### src/rtl/adc_cfg_seq.sv
// Configuration sequencer feeding the ADC serial-config writer: latches gain/offset
// requests, runs load -> shift -> settle frames and queues one request behind a busy frame.
module adc_cfg_seq #(
  parameter int          FRAME_LEN     = 54,
  parameter int          SETTLE_CYCLES = 16,
  parameter logic [5:0]  DEF_GAIN      = 6'd20,
  parameter logic [8:0]  DEF_OFFSET    = 9'd256,
  parameter logic [8:0]  OFFSET_MAX    = 9'd480,
  parameter bit          AUTO_INIT     = 1'b1
) (
  input  logic       CLK,
  input  logic       RST,
  input  logic       REQ,
  input  logic [5:0] GAIN_IN,
  input  logic [8:0] OFFSET_IN,
  output logic       ENABLE,
  output logic [5:0] GAIN,
  output logic [8:0] OFFSET,
  output logic       BUSY,
  output logic       DONE,
  output logic       CLAMPED,
  output logic       PENDING
);

  typedef enum logic [2:0] {IDLE, LOAD, SHIFT, SETTLE, FIN} state_t;

  localparam int CW = 16;
  localparam logic [CW-1:0] SHIFT_LAST  = CW'(FRAME_LEN - 1);
  localparam logic [CW-1:0] SETTLE_LAST = CW'(SETTLE_CYCLES - 1);
  localparam logic [8:0]    DEF_OFF_CL  = (DEF_OFFSET > OFFSET_MAX) ? OFFSET_MAX : DEF_OFFSET;
  localparam logic          DEF_CLAMP   = (DEF_OFFSET > OFFSET_MAX);

  state_t         state, state_nxt;
  logic [CW-1:0]  cnt, cnt_nxt;
  logic [5:0]     gain_nxt, pend_gain, pend_gain_nxt;
  logic [8:0]     offset_nxt, pend_offset, pend_offset_nxt;
  logic           clamp, clamp_nxt, pend_clamp, pend_clamp_nxt;
  logic           pending_nxt, auto_req, auto_req_nxt, enable_nxt;
  logic [8:0]     req_offset;
  logic           req_clamp;

  assign req_clamp  = (OFFSET_IN > OFFSET_MAX);
  assign req_offset = req_clamp ? OFFSET_MAX : OFFSET_IN;

  assign BUSY    = (state != IDLE);
  assign DONE    = (state == FIN);
  assign CLAMPED = DONE & clamp;

  always_ff @(posedge CLK) begin
    if (RST) begin
      state       <= IDLE;
      cnt         <= '0;
      ENABLE      <= 1'b0;
      GAIN        <= DEF_GAIN;
      OFFSET      <= DEF_OFFSET;
      clamp       <= 1'b0;
      pend_gain   <= '0;
      pend_offset <= '0;
      pend_clamp  <= 1'b0;
      PENDING     <= 1'b0;
      auto_req    <= AUTO_INIT;
    end else begin
      state       <= state_nxt;
      cnt         <= cnt_nxt;
      ENABLE      <= enable_nxt;
      GAIN        <= gain_nxt;
      OFFSET      <= offset_nxt;
      clamp       <= clamp_nxt;
      pend_gain   <= pend_gain_nxt;
      pend_offset <= pend_offset_nxt;
      pend_clamp  <= pend_clamp_nxt;
      PENDING     <= pending_nxt;
      auto_req    <= auto_req_nxt;
    end
  end

  always_comb begin
    state_nxt       = state;
    cnt_nxt         = cnt;
    gain_nxt        = GAIN;
    offset_nxt      = OFFSET;
    clamp_nxt       = clamp;
    pend_gain_nxt   = pend_gain;
    pend_offset_nxt = pend_offset;
    pend_clamp_nxt  = pend_clamp;
    pending_nxt     = PENDING;
    auto_req_nxt    = auto_req;

    // Requests arriving mid-sequence go to the single pending slot, last one wins.
    if (REQ && (state inside {LOAD, SHIFT, SETTLE})) begin
      pend_gain_nxt   = GAIN_IN;
      pend_offset_nxt = req_offset;
      pend_clamp_nxt  = req_clamp;
      pending_nxt     = 1'b1;
    end

    case (state)
      IDLE: begin
        if (auto_req) begin
          gain_nxt     = DEF_GAIN;
          offset_nxt   = DEF_OFF_CL;
          clamp_nxt    = DEF_CLAMP;
          auto_req_nxt = 1'b0;
          state_nxt    = LOAD;
          if (REQ) begin
            pend_gain_nxt   = GAIN_IN;
            pend_offset_nxt = req_offset;
            pend_clamp_nxt  = req_clamp;
            pending_nxt     = 1'b1;
          end
        end else if (REQ) begin
          gain_nxt   = GAIN_IN;
          offset_nxt = req_offset;
          clamp_nxt  = req_clamp;
          state_nxt  = LOAD;
        end
      end
      LOAD: begin
        cnt_nxt   = '0;
        state_nxt = SHIFT;
      end
      SHIFT: begin
        if (cnt == SHIFT_LAST) begin
          cnt_nxt   = '0;
          state_nxt = (SETTLE_CYCLES == 0) ? FIN : SETTLE;
        end else begin
          cnt_nxt = cnt + 1'b1;
        end
      end
      SETTLE: begin
        if (cnt == SETTLE_LAST) begin
          cnt_nxt   = '0;
          state_nxt = FIN;
        end else begin
          cnt_nxt = cnt + 1'b1;
        end
      end
      FIN: begin
        // A request in this very cycle supersedes whatever the slot holds.
        if (REQ) begin
          gain_nxt    = GAIN_IN;
          offset_nxt  = req_offset;
          clamp_nxt   = req_clamp;
          pending_nxt = 1'b0;
          state_nxt   = LOAD;
        end else if (PENDING) begin
          gain_nxt    = pend_gain;
          offset_nxt  = pend_offset;
          clamp_nxt   = pend_clamp;
          pending_nxt = 1'b0;
          state_nxt   = LOAD;
        end else begin
          state_nxt = IDLE;
        end
      end
      default: state_nxt = IDLE;
    endcase

    enable_nxt = (state_nxt == SHIFT);
  end

endmodule
### config.mk
export PLATFORM = sky130hd
export DESIGN_NAME = adc_cfg_seq
export DESIGN_NICKNAME = d
export VERILOG_FILES = /design/src/rtl/adc_cfg_seq.sv
export SDC_FILE = /design/constraint.sdc
export NUM_CORES = 1
export LEC_CHECK = 0
export BUFFER_PORTS_ARGS = -buffer_cell sky130_fd_sc_hd__buf_2
export CORE_ASPECT_RATIO = 1.25
export CORE_UTILIZATION = 40
export CTS_BUF_LIST = sky130_fd_sc_hd__clkbuf_16
export DETAILED_ROUTE_END_ITERATION = 8
export PLACE_DENSITY = 0.67
export SKIP_LAST_GASP = 1
export SLEW_MARGIN = 20
export SYNTH_ARGS = -nofsm -noshare
export SYNTH_HDL_FRONTEND = slang
export SYNTH_SLANG_ARGS = --single-unit
### constraint.sdc
create_clock -name CLK -period 1.7 [get_ports CLK]
set_input_delay 0.085 -clock CLK [delete_from_list [all_inputs] [get_ports CLK]]
set_output_delay 0.085 -clock CLK [all_outputs]
set_load 0.005 [all_outputs]
==> impl_metrics.csv <==
group,metric,value,unit
sta,hold_violations,0,
detailed_routing,drc,0,
placement,dp_hpwl,4400,um
yosys,async_flop_share,0,%
layout,final_util,55.9,%
sta,finalCriticalPeriod,1.78,ns
yosys,synth-main-ff-cell,"dfxtp_1",
floorplan,core_area,0.00593,sq mm
critical_path,end_kind,"flop",
critical_path,worstPathRequired,1.88,ns
layout,instances_no_fill,457,
layout,finalInstanceArea,0.00332,sq mm
floorplan,io_pins,38,
power_and_ir_drop,seq_power_share,44.6,%
clocking,clkTransAtPathRegs,0.08,ns
power_and_ir_drop,p_switching,0.964,mW
clocking,cts_root_buf,"clkbuf_16",
critical_path,reg2reg_slack,-0.08,ns
grt,grt-ovfl-total,0,
critical_path,worst-path-max-fanout,6,
yosys,synth_area_per_cell,8.18,sq um
power_and_ir_drop,internal_power,2.29,mW
grt,grt_pass1_vias,2226,
yosys,synth_edf_count,0,
grt,grt_pass1_wl,10200,um
clocking,htreeDepth,2,
sta,max_freq,0.563,GHz
clocking,insertion_delay,0.29,ns
sta,period_share,105,%
detailed_routing,num_vias,2450,
grt,antenna_found_initial,0,
placement,place_ws,-0.0620,ns
sta,rsz0062_at_grt,"true",
detailed_routing,wl_per_cell,13.7,um
grt,grt_max_degree,22,
yosys,syn_inst,308,
layout,nNetsFinal,394,
layout,drive_gt1_share,31.5,%
detailed_routing,wirelength,6270,um
status,violations,"setup timing",
power_and_ir_drop,switching_share,29.6,%
sta,maxSlewViolCount,0,
floorplan,fp.dieH,90.7,um
sta,setup_tns,-0.314,ns
yosys,synth_fp_nets,328,
critical_path,worst_ep_arrival_time,1.96,ns
sta,slew_headroom,49.7,%
clocking,cts_buffers,5,
floorplan,rows,31,
detailed_routing,detail-route-antenna-nets,0,
yosys,ys_seq_area_share,42.9,%
grt,groute.usage.overall,19.2,%
yosys,ys_ff_latch,54,
placement,placed_cell_area,0.00302,sq mm
detailed_routing,dr.pass1.iters,4,
clocking,cts_tree,"built",
sta,setup_viol,10,
clocking,cts_buffer_depth,2,
layout,area_delta_synth_final,31.7,%
min_path,hold_path.class,"in2reg",
detailed_routing,viasPerCell,5.36,
power_and_ir_drop,clockPowerShare,32.4,%
power_and_ir_drop,power.density,980,mW/mm^2
layout,fillers,552,
power_and_ir_drop,comb_power_share,23.0,%
yosys,syn_area,0.00252,sq mm
clocking,cts_sinks,54,
critical_path,cp-start-kind,"flop",
floorplan,die-area,0.00662,sq mm
sta,tightestPinTransition,0.751,ns
critical_path,crit_type,"reg2reg",
status,outcome,"finished, violations left",
power_and_ir_drop,power,3.25,mW
sta,setup_slack,-0.0775,ns
sta,skew,0.00767,ns
placement,dp_cells,447,
yosys,synth_warnings,0,
placement,gp_congestion,0.816,
floorplan,initial_utilization,42.4,%
placement,port_buffers,37,
sta,whs,0.0367,ns
yosys,ys_types,47,
detailed_routing,drtIter0Drc,77,
power_and_ir_drop,p_leak,1.34,nW
layout,antenna_cells,0,
flow_run,max_cap_violations,0,
floorplan,die_w,73.0,um
power_and_ir_drop,peakVddDrop,618,uV
timing repair:
| action | CTS | global route |
|---|---|---|
| resized for setup | 6 | 25 |
| hold buffers | 0 | 0 |
| buffers inserted | 0 | 1 |
| cloned | 0 | 1 |
| endpoints found under the setup margin | 31 | 32 |
| pin swaps | 2 | 9 |
cells in the final DEF (no fill, tap or decap), types with 4 or more instances in the layout:
cell type	synthesis	final
clkbuf_16	0	5
buf_4	2	42
o21ai_1	5	5
nand2_1	45	44
a21oi_1	22	20
dfxtp_1	54	50
nand3_1	20	20
nor3_1	14	14
a221oi_1	14	12
a211oi_1	5	5
nor2_1	27	26
inv_1	5	5
nand4_1	11	11
nand3b_1	4	4
buf_2	7	37
and3_1	6	5
dfxtp_2	0	4
path summary, 6_finish.rpt:
check                      start             end  depth (start not counted)
hold reg to reg   pend_offset[8]  pend_offset[8]                          2
setup reg to reg          cnt[6]          cnt[7]                          6
setup / recovery          cnt[6]          cnt[7]                          6
hold / removal        GAIN_IN[3]    pend_gain[3]                          3
area by class of cell:
type,instances,area [sq um],area share [%]
multi-input combinational,227,1430,43.1
inverter,5,18.8,0.566
tap,82,103,3.09
timing repair buffer,81,532,16.0
sequential,54,1090,32.7
clock inverter,3,23.8,0.716
clock buffer,5,125,3.77
metal layers:
metal / track usage [%] / vias to the layer above / wire length (um)
met2: 34.4 / 56 / 3270
met3: 2.90 / 9 / 204
met4: 6.86 / 0 / 102
li1: - / 1249 / -
met5: 0 / - / 0
met1: 22.5 / 1136 / 2700
cell usage after synthesis, types with 2 or more instances:
| master | n | area (sq um) |
|---|---|---|
| o221ai_1 | 3 | 26.3 |
| o21ai_0 | 4 | 20.0 |
| nor2_1 | 27 | 101 |
| and3_2 | 2 | 15.0 |
| a22oi_1 | 2 | 15.0 |
| buf_4 | 2 | 15.0 |
| buf_6 | 2 | 22.5 |
| o21ai_1 | 5 | 25.0 |
| dfxtp_1 | 54 | 1080 |
| inv_1 | 5 | 18.8 |
| or2_2 | 2 | 12.5 |
| a221oi_1 | 14 | 123 |
| a21oi_1 | 22 | 110 |
| nand2b_1 | 3 | 18.8 |
| nor3_1 | 14 | 70.1 |
| xor2_1 | 2 | 17.5 |
| mux2i_1 | 3 | 30.0 |
| nand4_1 | 11 | 68.8 |
| a31oi_1 | 5 | 31.3 |
| xnor2_1 | 2 | 17.5 |
| o21a_1 | 2 | 15.0 |
| or3_1 | 3 | 18.8 |
| and2_1 | 2 | 12.5 |
| a211oi_1 | 5 | 37.5 |
| and3_1 | 6 | 37.5 |
| buf_2 | 7 | 35.0 |
| clkbuf_1 | 11 | 41.3 |
| ha_1 | 2 | 25.0 |
| nand3b_1 | 4 | 30.0 |
| nand3_1 | 20 | 100 |
| nand2_1 | 45 | 169 |
| nor2b_1 | 2 | 12.5 |
flip-flops by register name (all words and copies together) (netlist names):
register     flops
pend_offset      9
GAIN             6
pend_gain        6
auto_req         1
pend_clamp       1
clamp            1
OFFSET           9
ENABLE           1
cnt             16
PENDING          1
state            3
critical path, cell delays in order (launching register included):
cell and delay (ns):
dfxtp_2 0.32, or4_4 0.53, nor4_4 0.30, o21ai_4 0.11, buf_6 0.16, a31oi_2 0.19, a21oi_2 0.05
power groups by stage:
stage                     logic (mW)  registers (mW)  clock network, mW
after floorplan                0.400            1.48                  0
after global routing           0.830            1.47               1.14
after global placement         0.696            1.47                  0
after CTS                      0.708            1.45               1.08
after detailed placement       0.700            1.48                  0
final                          0.750            1.45               1.05
cells by family after synthesis:
group | share of synthesized area, %
AOI/OAI and AO/OA | 18.3
xor gates and xnor gates | 1.39
adders and majority gates | 0.993
and+or+nand+nor | 29.9
buffers and inverters | 5.27
DFF | 42.9
muxes | 1.19
No activity file was read; power rests on OpenSTA's default activity.
